$ cat src/rtl/microwave_pkg.sv
// Shared definitions for the multi-stage cook controller: FSM state encoding,
// default step/duty constants and a width helper.
package microwave_pkg;

  typedef enum logic [2:0] {
    ST_IDLE     = 3'd0,
    ST_SETTING  = 3'd1,
    ST_RUNNING  = 3'd2,
    ST_PAUSED   = 3'd3,
    ST_COMPLETE = 3'd4
  } state_t;

  localparam int unsigned DEF_NUM_STAGES    = 3;
  localparam int unsigned DEF_TIME_W        = 12;
  localparam int unsigned DEF_MAX_TIME      = 3599;
  localparam int unsigned DEF_SMALL_STEP    = 10;
  localparam int unsigned DEF_LARGE_STEP    = 60;
  localparam int unsigned DEF_QUICK_TIME    = 30;
  localparam int unsigned DEF_POWER_LEVELS  = 5;
  localparam int unsigned DEF_BLINK_CYCLES  = 50_000_000;
  localparam int unsigned DEF_BLINK_TOGGLES = 10;

  // Index width that never collapses to zero bits for single-entry ranges.
  function automatic int unsigned clog2_min1(input int unsigned n);
    return (n > 1) ? $clog2(n) : 1;
  endfunction

endpackage

$ cat src/rtl/cook_stage_bank.sv
// Stage bank: per-stage time/power registers with saturating add, decrement,
// power cycling, clear and express-load, plus nonzero-stage search.
// Ports: clk/reset; command inputs (clear_all, clear_times, load_quick,
// add_*, dec_*, pwr_*); search_from = stage currently executing;
// outputs current/next times, next powers, nonzero flags and search results.
module cook_stage_bank
  import microwave_pkg::*;
#(
  parameter int unsigned NUM_STAGES   = DEF_NUM_STAGES,
  parameter int unsigned TIME_W       = DEF_TIME_W,
  parameter int unsigned MAX_TIME     = DEF_MAX_TIME,
  parameter int unsigned POWER_LEVELS = DEF_POWER_LEVELS,
  parameter int unsigned QUICK_TIME   = DEF_QUICK_TIME,
  localparam int unsigned SW = clog2_min1(NUM_STAGES),
  localparam int unsigned PW = clog2_min1(POWER_LEVELS + 1)
) (
  input  logic                               clk,
  input  logic                               reset,
  input  logic                               clear_all,
  input  logic                               clear_times,
  input  logic                               load_quick,
  input  logic                               add_en,
  input  logic [SW-1:0]                      add_idx,
  input  logic [TIME_W-1:0]                  add_amt,
  input  logic                               dec_en,
  input  logic [SW-1:0]                      dec_idx,
  input  logic                               pwr_en,
  input  logic [SW-1:0]                      pwr_idx,
  input  logic [SW-1:0]                      search_from,
  output logic [NUM_STAGES-1:0][TIME_W-1:0]  time_q,
  output logic [NUM_STAGES-1:0][TIME_W-1:0]  time_d,
  output logic [NUM_STAGES-1:0][PW-1:0]      power_d,
  output logic                               any_q,
  output logic                               any_d,
  output logic [SW-1:0]                      first_idx,
  output logic                               next_valid,
  output logic [SW-1:0]                      next_idx
);

  logic [NUM_STAGES-1:0][PW-1:0] power_q;

  function automatic logic [TIME_W-1:0] sat_add(input logic [TIME_W-1:0] a,
                                                input logic [TIME_W-1:0] b);
    logic [TIME_W:0] s;
    s = {1'b0, a} + {1'b0, b};
    return (s > (TIME_W+1)'(MAX_TIME)) ? TIME_W'(MAX_TIME) : s[TIME_W-1:0];
  endfunction

  // Next-value computation; add is saturated before the decrement.
  always_comb begin
    time_d  = time_q;
    power_d = power_q;
    for (int i = 0; i < int'(NUM_STAGES); i++) begin
      if (clear_all || clear_times) begin
        time_d[i] = '0;
      end else if (load_quick && i == 0) begin
        time_d[i] = TIME_W'(QUICK_TIME);
      end else begin
        if (add_en && add_idx == SW'(i))
          time_d[i] = sat_add(time_d[i], add_amt);
        if (dec_en && dec_idx == SW'(i) && time_d[i] != '0)
          time_d[i] = time_d[i] - TIME_W'(1);
      end
      if (clear_all || (load_quick && i == 0))
        power_d[i] = PW'(POWER_LEVELS);
      else if (pwr_en && pwr_idx == SW'(i))
        power_d[i] = (power_q[i] >= PW'(POWER_LEVELS)) ? PW'(1) : power_q[i] + PW'(1);
    end
  end

  // Descending scan so the lowest qualifying stage wins.
  always_comb begin
    any_q      = 1'b0;
    any_d      = 1'b0;
    first_idx  = '0;
    next_valid = 1'b0;
    next_idx   = '0;
    for (int i = int'(NUM_STAGES) - 1; i >= 0; i--) begin
      if (time_q[i] != '0) begin
        any_q     = 1'b1;
        first_idx = SW'(i);
      end
      if (time_d[i] != '0)
        any_d = 1'b1;
      if (time_q[i] != '0 && SW'(i) > search_from) begin
        next_valid = 1'b1;
        next_idx   = SW'(i);
      end
    end
  end

  always_ff @(posedge clk) begin
    if (reset) begin
      time_q <= '0;
      for (int i = 0; i < int'(NUM_STAGES); i++)
        power_q[i] <= PW'(POWER_LEVELS);
    end else begin
      time_q  <= time_d;
      power_q <= power_d;
    end
  end

endmodule

$ cat src/rtl/multistage_cook_controller.sv
// Multi-stage microwave cook controller: programs NUM_STAGES (time, power)
// stages, executes them in order with power duty cycling, door interlock,
// turntable control and completion blink/alarm.
// Ports: clk, reset (sync, active-high), tick_1hz, btn_* pulses, door_open;
// outputs state, edit_stage, run_stage, display_time, display_power,
// heat_on, motor_enable, button_beep, completion_alarm, display_blink,
// idle_animation (all registered; heat_on additionally gated by door_open).
module multistage_cook_controller
  import microwave_pkg::*;
#(
  parameter int unsigned NUM_STAGES    = DEF_NUM_STAGES,
  parameter int unsigned TIME_W        = DEF_TIME_W,
  parameter int unsigned MAX_TIME      = DEF_MAX_TIME,
  parameter int unsigned SMALL_STEP    = DEF_SMALL_STEP,
  parameter int unsigned LARGE_STEP    = DEF_LARGE_STEP,
  parameter int unsigned QUICK_TIME    = DEF_QUICK_TIME,
  parameter int unsigned POWER_LEVELS  = DEF_POWER_LEVELS,
  parameter int unsigned BLINK_CYCLES  = DEF_BLINK_CYCLES,
  parameter int unsigned BLINK_TOGGLES = DEF_BLINK_TOGGLES,
  localparam int unsigned SW = clog2_min1(NUM_STAGES),
  localparam int unsigned PW = clog2_min1(POWER_LEVELS + 1)
) (
  input  logic              clk,
  input  logic              reset,
  input  logic              tick_1hz,
  input  logic              btn_start,
  input  logic              btn_small,
  input  logic              btn_large,
  input  logic              btn_power,
  input  logic              btn_stage,
  input  logic              btn_cancel,
  input  logic              door_open,
  output logic [2:0]        state,
  output logic [SW-1:0]     edit_stage,
  output logic [SW-1:0]     run_stage,
  output logic [TIME_W-1:0] display_time,
  output logic [PW-1:0]     display_power,
  output logic              heat_on,
  output logic              motor_enable,
  output logic              button_beep,
  output logic              completion_alarm,
  output logic              display_blink,
  output logic              idle_animation
);

  localparam int unsigned BW = clog2_min1(BLINK_CYCLES);
  localparam int unsigned TW = clog2_min1(BLINK_TOGGLES + 1);

  state_t                            st, st_d;
  logic [SW-1:0]                     edit_d, run_d, add_idx, sel;
  logic [TIME_W-1:0]                 add_amt;
  logic                              add_req, any_btn, add_en, dec_en, pwr_en;
  logic                              clear_all, clear_times, load_quick, beep_d, expire;
  logic [PW-1:0]                     sec_q, sec_d;
  logic [BW-1:0]                     cnt_q, cnt_d;
  logic [TW-1:0]                     tog_q, tog_d;
  logic                              blink_d, heat_q;
  logic [NUM_STAGES-1:0][TIME_W-1:0] time_q, time_d;
  logic [NUM_STAGES-1:0][PW-1:0]     power_d;
  logic                              any_q, any_d, next_valid;
  logic [SW-1:0]                     first_idx, next_idx;

  cook_stage_bank #(
    .NUM_STAGES   (NUM_STAGES),
    .TIME_W       (TIME_W),
    .MAX_TIME     (MAX_TIME),
    .POWER_LEVELS (POWER_LEVELS),
    .QUICK_TIME   (QUICK_TIME)
  ) u_bank (
    .clk         (clk),
    .reset       (reset),
    .clear_all   (clear_all),
    .clear_times (clear_times),
    .load_quick  (load_quick),
    .add_en      (add_en),
    .add_idx     (add_idx),
    .add_amt     (add_amt),
    .dec_en      (dec_en),
    .dec_idx     (run_stage),
    .pwr_en      (pwr_en),
    .pwr_idx     (edit_stage),
    .search_from (run_stage),
    .time_q      (time_q),
    .time_d      (time_d),
    .power_d     (power_d),
    .any_q       (any_q),
    .any_d       (any_d),
    .first_idx   (first_idx),
    .next_valid  (next_valid),
    .next_idx    (next_idx)
  );

  assign add_req = btn_small | btn_large;
  assign any_btn = btn_start | btn_small | btn_large | btn_power | btn_stage | btn_cancel;
  assign add_amt = (btn_small ? TIME_W'(SMALL_STEP) : '0) + (btn_large ? TIME_W'(LARGE_STEP) : '0);
  // Running stage empties on this tick when (t + add) <= 1; taken from time_q to avoid a loop.
  assign expire  = ({1'b0, time_q[run_stage]} + {1'b0, add_amt}) <= (TIME_W+1)'(1);

  // Event decode: next state, bank commands, duty window and blink sequencing.
  always_comb begin
    st_d        = st;
    edit_d      = edit_stage;
    run_d       = run_stage;
    beep_d      = 1'b0;
    clear_all   = 1'b0;
    clear_times = 1'b0;
    load_quick  = 1'b0;
    add_en      = 1'b0;
    add_idx     = edit_stage;
    dec_en      = 1'b0;
    pwr_en      = 1'b0;
    sec_d       = sec_q;
    cnt_d       = cnt_q;
    blink_d     = display_blink;
    tog_d       = tog_q;

    case (st)
      ST_IDLE: begin
        if (btn_start) begin
          if (!any_q) begin
            load_quick = 1'b1;
            beep_d     = 1'b1;
            run_d      = '0;
            st_d       = door_open ? ST_SETTING : ST_RUNNING;
          end
        end else if (add_req) begin
          add_en = 1'b1;
          beep_d = 1'b1;
          st_d   = ST_SETTING;
        end
      end
      ST_SETTING: begin
        if (btn_start && any_q && !door_open) begin
          st_d   = ST_RUNNING;
          run_d  = first_idx;
          beep_d = 1'b1;
        end else begin
          add_en = add_req;
          pwr_en = btn_power;
          if (btn_stage)
            edit_d = (edit_stage == SW'(NUM_STAGES - 1)) ? '0 : edit_stage + SW'(1);
          beep_d = add_req | btn_power | btn_stage;
        end
      end
      ST_RUNNING: begin
        add_en  = add_req;
        add_idx = run_stage;
        beep_d  = add_req | btn_start;
        if (door_open || btn_start) begin
          st_d = ST_PAUSED;
        end else if (tick_1hz) begin
          dec_en = 1'b1;
          sec_d  = (sec_q == PW'(POWER_LEVELS - 1)) ? '0 : sec_q + PW'(1);
          if (expire) begin
            if (next_valid) run_d = next_idx;
            else            st_d  = ST_COMPLETE;
          end
        end
      end
      ST_PAUSED: begin
        add_en  = add_req;
        add_idx = run_stage;
        beep_d  = add_req;
        if (btn_start && !door_open) begin
          st_d   = ST_RUNNING;
          beep_d = 1'b1;
        end
      end
      ST_COMPLETE: begin
        if (any_btn || door_open) begin
          st_d   = ST_IDLE;
          beep_d = any_btn;
        end else if (cnt_q == BW'(BLINK_CYCLES - 1)) begin
          cnt_d   = '0;
          blink_d = ~display_blink;
          tog_d   = tog_q + TW'(1);
          if (tog_q == TW'(BLINK_TOGGLES - 1)) st_d = ST_IDLE;
        end else begin
          cnt_d = cnt_q + BW'(1);
        end
      end
      default: st_d = ST_IDLE;
    endcase

    if (btn_cancel) begin
      st_d       = ST_IDLE;
      edit_d     = '0;
      beep_d     = 1'b1;
      clear_all  = 1'b1;
      add_en     = 1'b0;
      dec_en     = 1'b0;
      pwr_en     = 1'b0;
      load_quick = 1'b0;
    end
    if (st == ST_COMPLETE && st_d == ST_IDLE)
      clear_times = 1'b1;
    if (st_d == ST_RUNNING && st != ST_RUNNING)
      sec_d = '0;
    // Blink sequencer idles armed so COMPLETE always starts at blink=1.
    if (st_d != ST_COMPLETE) begin
      cnt_d   = '0;
      tog_d   = '0;
      blink_d = 1'b1;
    end
  end

  assign sel = (st_d == ST_SETTING) ? edit_d : run_d;

  always_ff @(posedge clk) begin
    if (reset) begin
      st               <= ST_IDLE;
      edit_stage       <= '0;
      run_stage        <= '0;
      sec_q            <= '0;
      cnt_q            <= '0;
      tog_q            <= '0;
      display_blink    <= 1'b1;
      display_time     <= '0;
      display_power    <= '0;
      heat_q           <= 1'b0;
      motor_enable     <= 1'b0;
      button_beep      <= 1'b0;
      completion_alarm <= 1'b0;
      idle_animation   <= 1'b1;
    end else begin
      st               <= st_d;
      edit_stage       <= edit_d;
      run_stage        <= run_d;
      sec_q            <= sec_d;
      cnt_q            <= cnt_d;
      tog_q            <= tog_d;
      display_blink    <= blink_d;
      if (st_d == ST_SETTING || st_d == ST_RUNNING || st_d == ST_PAUSED) begin
        display_time  <= time_d[sel];
        display_power <= power_d[sel];
      end else begin
        display_time  <= '0;
        display_power <= '0;
      end
      heat_q           <= (st_d == ST_RUNNING) && !door_open && (sec_d < power_d[run_d]);
      motor_enable     <= (st_d == ST_RUNNING);
      button_beep      <= beep_d;
      completion_alarm <= (st_d == ST_COMPLETE);
      idle_animation   <= (st_d == ST_IDLE) && !any_d;
    end
  end

  assign state   = st;
  // Door opening kills the magnetron immediately, ahead of the registered path.
  assign heat_on = heat_q & ~door_open;

endmodule

$ cat config.mk
export PLATFORM = sky130hd
export DESIGN_NAME = multistage_cook_controller
export DESIGN_NICKNAME = d
export VERILOG_FILES = /design/src/rtl/microwave_pkg.sv /design/src/rtl/cook_stage_bank.sv /design/src/rtl/multistage_cook_controller.sv
export SDC_FILE = /design/constraint.sdc
export NUM_CORES = 1
export LEC_CHECK = 0
export CAP_MARGIN = 15
export CORE_AREA = 2 2 143 159
export DETAILED_ROUTE_END_ITERATION = 10
export DIE_AREA = 0 0 145 161
export HOLD_SLACK_MARGIN = 0.03
export PLACE_DENSITY = 0.59
export SYNTH_ARGS = -nofsm -noshare
export SYNTH_HDL_FRONTEND = slang
export SYNTH_HIERARCHICAL = 1
export SYNTH_SLANG_ARGS = --single-unit
$ cat constraint.sdc
create_clock -name clk -period 14.8 [get_ports clk]
set_input_delay 1.48 -clock clk [delete_from_list [all_inputs] [get_ports clk]]
set_output_delay 1.48 -clock clk [all_outputs]
set_load 0.02 [all_outputs]
# Word-level counts from Yosys, hierarchy flattened
# Index checks and enable logic that the tools add are counted.
# Widths: inputs -> output; s select.
[word_totals]
romBits = 0
mem_count = 0
reg_bits = 106
in_bits = 10
latch_bits = 0
mem_bits_rw = 0
elab_cells = 243
[op_classes]
n_shift = 0
reduce_logical = 50
n_lt_le_gt_ge = 14
n_addsub = 15
mux = 111
mul = 0
n_bitwise = 14
eq_ne = 19
n_div = 0
[op_table]
columns = ["operator", "n"]
rows = [
  ["$mux 12", 19],
  ["$reduce_bool 12->1", 9],
  ["$mux 3", 29],
  ["$add 12x7->13", 4],
  ["$bmux 12 s2", 2],
  ["$mux 2", 21],
  ["$gt 13x12->1 const B", 3],
  ["$sub 12x1->12 const B", 3],
  ["$mux 1", 31],
  ["$add 26x1->26 const B", 1],
  ["$eq 26x26->1 const B", 1],
  ["$mux 26", 1],
  ["$logic_and 1x1->1", 23],
  ["$pmux 3 s5", 1],
  ["$le 13x1->1 const B", 1],
  ["$add 3x1->3 const B", 4],
  ["$bmux 3 s2", 2],
  ["$eq 3x2->1 const B", 4],
  ["$eq 3x3->1 const B", 3],
  ["$ge 3x3->1 const B", 3],
  ["$lt 2x3->1 const B", 3],
  ["$or 1x1->1", 9],
  ["$add 4x6->7", 1],
  ["$eq 2x1->1 const B", 3],
  ["24 further kinds", 42],
]

# Longest topological paths before layout
[logic_depth]
ltp_word = 26
mapped_depth = 27
depth_no_buf = 26

# Cells and area by module
# The synthesis kept the hierarchy.
[by_module_without_submodules]
columns = ["mod", "cells_each", "area_each_um2", "seq_area_each_um2", "n_inst"]
rows = [
  ["cook_stage_bank", 758, 5600.4, 900.9, 1],
  ["multistage_cook_controller", 480, 4013.8, 1221.2, 1],
]

# Worst setup path before layout
# No wires, ideal clock.
[synth_timing]
path_type = "input to register"
startpoint = "input port btn_start"
endpoint = "register idle_animation"
n_path_buf = 2
arrival_ns = 6.637
required_time_ns = 14.729
path_slack_ns = 8.092
setup_ns = 0.071
cell_stages = 23
path_cell_list = "clkbuf_1 nand2_1 nor2_1 nor2_1 nor3_1 nor4_1 or3b_2 clkbuf_1 nor2_1 a22oi_1 a21oi_1 inv_1 o22ai_1 ha_1 o21ai_0 or4_4 o311a_4 o31ai_4 o21ai_1 or4_1 nand4b_1 or4_1 o21bai_1"
[synth_via]
word_cells_on_any_way = 68
classes_between = "3 x add/sub; 35 x mux; 5 x bitwise; 25 x reduce/logical"
[synth_lines]
columns = ["item", "line_no", "source"]
rows = [
  ["start, declared", "multistage_cook_controller.sv:26", "input logic btn_start,"],
  ["$logic_and 1x1->1 (2 in a row)", "multistage_cook_controller.sv:133", "if (btn_start && any_q && !door_open) begin"],
  ["$mux 1", "multistage_cook_controller.sv:133", ""],
  ["$pmux 1 s3 (*)", "multistage_cook_controller.sv:117", "case (st)"],
  ["$mux 1 (*)", "multistage_cook_controller.sv:185", "if (btn_cancel) begin"],
  ["named net add_en", "multistage_cook_controller.sv:52", "logic add_req, any_btn, add_en, dec_en, pwr_en;"],
  ["branches (longest 10 deep; another with $sub 12x1->12)", "-", ""],
  ["$mux 1 (*)", "cook_stage_bank.sv:83", "if (time_d[i] != '0)"],
  ["named net any_d", "multistage_cook_controller.sv:60", "logic any_q, any_d, next_valid;"],
  ["$logic_not 1->1 (*)", "multistage_cook_controller.sv:244", "idle_animation <= (st_d == ST_IDLE) && !any_d;"],
  ["$logic_and 1x1->1 (*)", "multistage_cook_controller.sv:244", ""],
  ["end signal, assigned", "multistage_cook_controller.sv:244", ""],
  ["end, declared", "multistage_cook_controller.sv:43", "output logic idle_animation"],
]
# Mark *: on every way through the listed nets, which the timed path passes. The select of a mux whose other input is x is not followed.
# A chain may end at the register's enable or synchronous reset.

# Worst setup path in the final report
[layout_timing]
startpoint = "input port btn_large"
endpoint = "register idle_animation"
[layout_via]
elab_chain_len = 20
word_cells_on_any_way = 70
classes_between = "8 x add/sub; 4 x order compare; 35 x mux; 5 x bitwise; 18 x reduce/logical"
[layout_rtl]
columns = ["item", "line_no", "source"]
rows = [
  ["start, declared", "multistage_cook_controller.sv:28", "input logic btn_large,"],
  ["$mux 6 (*)", "multistage_cook_controller.sv:95", "assign add_amt = (btn_small ? TIME_W'(SMALL_STEP) : '0) + (btn_large ? TIME_W'(LARGE_STEP) : '0);"],
  ["$add 4x6->7 (*)", "multistage_cook_controller.sv:95", ""],
  ["named net add_amt[4]", "multistage_cook_controller.sv:51", "logic [TIME_W-1:0] add_amt;"],
  ["branches (longest 15 deep; another with $add 12x7->13)", "-", ""],
  ["$mux 1 (*)", "cook_stage_bank.sv:83", ""],
  ["named net any_d", "multistage_cook_controller.sv:60", ""],
  ["$logic_not 1->1 (*)", "multistage_cook_controller.sv:244", ""],
  ["$logic_and 1x1->1 (*)", "multistage_cook_controller.sv:244", ""],
]
# Marked as above.

==> out/results.ini <==
[place]
pre_cts_slack_ns = 6.43
numPortBuffers = 37
placed_cells = 1541
dpl.hpwl_mm = 21.6
place_congestion = 0.895

[global_route]
grt_pass1_vias = 8391
grt.overflow.total = 0
grt_pass1_wl_mm = 44.5
grt_max_degree = 75
antenna_found_initial = 0
grt_usage_pct = 23.5

[power_and_ir_drop]
swShare_pct = 32.2
p_leak_nw = 4.14
seqPwrFrac_pct = 41.2
p_total_uw = 716
irDropWorstVdd_uv = 47.9
powerDensity_nw_per_um2 = 68.2
p_comb_share_pct = 22.2
clockPowerShare_pct = 36.5
p_switching_uw = 231
p_int_uw = 486

[detailed_routing]
drt_iter0_drc = 806
final_antenna_net_count = 0
avgViaCountPerCell = 5.85
vias = 9115
wirelength_mm = 28.1
routedWlPerCell_um = 18.1
drt_first_pass_iters = 5
drc = 0

[logic_synthesis]
synth.distinct_cells = 105
synth_ff_type = dfxtp_1
ys.warnings.count = 6
syn-instance-count = 1238
synth_edf_count = 0
synth_seq_cells = 106
netlist_area_um2 = 9610
yosysSeqAreaShare_pct = 22.1
synthArstFlopShare_pct = 0
syn_avg_cell_area_um2 = 7.77

[timing]
hold_viol_final = 0
fin_ws_ns = 6.70
fmax_ghz = 0.123
period_needed_ns = 8.10
skew_ns = 0.0108
rsz0062_at_grt = no
tightest_slew_ns = 0.826
period_share_pct = 54.8
slew_viol_final = 0
fin_setup_tns_ns = 0
finalSetupViolCount = 0
relSlewSlack_pct = 44.9

[clock_network]
cts_resized = 0
postCtsSetupRepairBufs = 0
clk_pin_slew_ns = 0.08
cts_tree = yes
postCtsHoldBufs = 0
cts_sinks = 106
h-tree-depth = 3
root_buffer = clkbuf_16
cts_buffers = 9
clkLatencyLatePin_ns = 0.37
cts_buffer_depth = 2

[die]
boundaryPins = 38
dieArea_um2 = 23300
fp.dieW_um = 145
die_y_um = 161
core_area_um2 = 21800
initial_core_util_pct = 44.2
row_count = 57

[finish]
layout-area-overhead-vs-synth_pct = 9.33
antenna_cells = 0
utilization_pct = 48.3
drive_above_1_share_pct = 7.21
nFillCells = 2176
final_cell_count_no_fill = 1557
layout.nets = 1333

[setup_path]
critPathMaxStageDelay_ns = 0.82
critPathKind = in -> reg
ff2ff_path_depth = 26
cp_top_family = compound AO/OA/AOI/OAI gates
r2r_setup_slack_ns = 6.84
start_kind = input port
crit_top_cell = ha_1
endpoint_kind = flop
timing.rr.start = u_bank/time_q[19]$_SDFF_PP0_
cp_cell_sequence = clkdlybuf4s50_1, ha_1, ha_1, a21o_4, a31o_1, or3_1, a22oi_1, nand4b_1, a21oi_1, inv_1, o22ai_1, ha_1, o21ai_0, or4_4, o311a_4, o31ai_4, o21ai_1, or4_1, nand4b_1, or4_1, o21bai_1
crit_path_top_delay_cell = clkdlybuf4s50_1
arrival_ns = 8.41
critPathRequiredTime_ns = 15.10
crit_fanout = 9
cp_num_buf_inv = 2
rr_endpoint = idle_animation$_SDFF_PP1_

[hold_path]
hold_end = display_blink$_SDFFE_PP1P_
whs_path_depth = 2
hp-class = reg -> reg
hold_start = display_blink$_SDFFE_PP1P_

[run]
max_cap_viol_count = 0

[run_status]
status = finished, final reports clean

==> layout make-up <==
cell class / instances / area, um2 / area share (%)
Timing Repair Buffer: 43 / 410 / 3.90
Clock inverter: 7 / 90.1 / 0.857
Clock buffer: 9 / 225 / 2.14
Inverter: 57 / 214 / 2.04
Sequential cell: 106 / 2120 / 20.2
Tap cell: 295 / 369 / 3.51
Multi-Input combinational cell: 1040 / 7080 / 67.4
==> per-stage QoR <==
step           hold WS (ns)  instance area (um2)
2_1_floorplan         0.466                 9680
3_3_place_gp          0.479                10200
3_5_place_dp          0.483                10200
4_1_cts               0.503                10500
5_1_grt               0.548                10500
6_report              0.495                10500
==> worst max-delay path by stage <==
stage	startpoint	endpoint	slack, ns	cells past startpoint
3_5_place_dp	btn_large	idle_animation$_SDFF_PP1_	6.43	21
5_1_grt	u_bank/time_q[19]$_SDFF_PP0_	idle_animation$_SDFF_PP1_	6.20	25
6_report	btn_large	idle_animation$_SDFF_PP1_	6.70	21
4_1_cts	btn_large	idle_animation$_SDFF_PP1_	6.79	21
2_1_floorplan	btn_start	idle_animation$_SDFF_PP1_	8.09	23
3_3_place_gp	btn_large	idle_animation$_SDFF_PP1_	6.59	21
==> routing by layer <==
metal / vias to the layer above / wire (um) / global-route usage [%]
li1: 4574 / - / -
met2: 224 / 13100 / 39.2
met4: 0 / 746 / 7.88
met5: - / 0 / 0
met1: 4277 / 13100 / 31.4
met3: 40 / 1240 / 3.33
==> sequential cells by signal, indices dropped and copies added (netlist names) <==
name / cells
u_bank/time_q: 36
cnt_q: 26
display_time: 12
u_bank/power_q: 9
tog_q: 4
display_power: 3
sec_q: 3
state: 3
edit_stage: 2
run_stage: 2
button_beep: 1
completion_alarm: 1
display_blink: 1
heat_q: 1
idle_animation: 1
motor_enable: 1
==> Yosys cell counts (18+ instances only) <==
cell	count	share of area [%]
a21o_1	18	1.4
a21oi_1	74	3.9
and3_1	18	1.2
clkbuf_1	36	1.4
dfxtp_1	106	22
ha_1	62	8.1
inv_1	57	2.2
mux2i_1	35	3.6
nand2_1	81	3.2
nand2b_1	19	1.2
nand3_1	24	1.2
nor2_1	158	6.2
nor3_1	60	3.1
o21ai_0	44	2.3
or2_2	18	1.2
xnor2_1	28	2.6
xor2_1	41	3.7
==> worst min-delay path, cell delays in order, from the launching register on <==
cell	delay [ns]
dfxtp_1	0.35
xor2_1	0.07
nand2_1	0.05
==> power by group through the flow <==
stage	logic (mW)	clock network, mW	registers [mW]
final	0.159	0.262	0.295
after global routing	0.174	0.279	0.296
after CTS	0.157	0.269	0.295
after detailed placement	0.156	0	0.302
after global placement	0.156	0	0.302
after floorplan	0.115	0	0.303
==> layout by cell type (no fill, tap or decap), types with 8 or more instances in the layout <==
cell	synthesis	final
nor4b_1	10	10
conb_1	1	18
clkdlybuf4s50_1	0	36
and4_1	9	9
nand3_1	24	24
a21oi_1	74	74
and3_1	18	18
xor2_1	41	41
and2_1	14	14
o211ai_1	8	8
o21a_1	14	14
nor3b_1	8	8
a31oi_1	17	17
clkbuf_16	0	9
nor2b_1	17	17
mux2i_1	35	35
dfxtp_1	106	106
a211oi_1	13	13
ha_1	62	62
nand3b_1	10	10
or3_1	9	9
or2_2	18	18
inv_1	57	57
nor3_1	60	60
nand2_1	81	81
nor4_1	17	17
xnor2_1	28	28
a22oi_1	11	11
o32ai_1	17	17
nand2b_1	19	19
nor2_1	158	158
o21ai_0	44	44
nand4_1	13	13
a21o_1	18	18
==> cell families after synthesis <==
family	count (synthesis)	share of synthesized area (%)
AO/OA/AOI/OAI	319	24.2
XOR/XNOR	69	6.29
adder cells (fa/ha/maj)	66	8.90
buffers and inverters	109	4.95
flip-flops	106	22.1
multiplexers	41	4.39
other	1	0.0390
AND/OR/NAND/NOR	527	29.2
(Power assumes the default switching activity.)
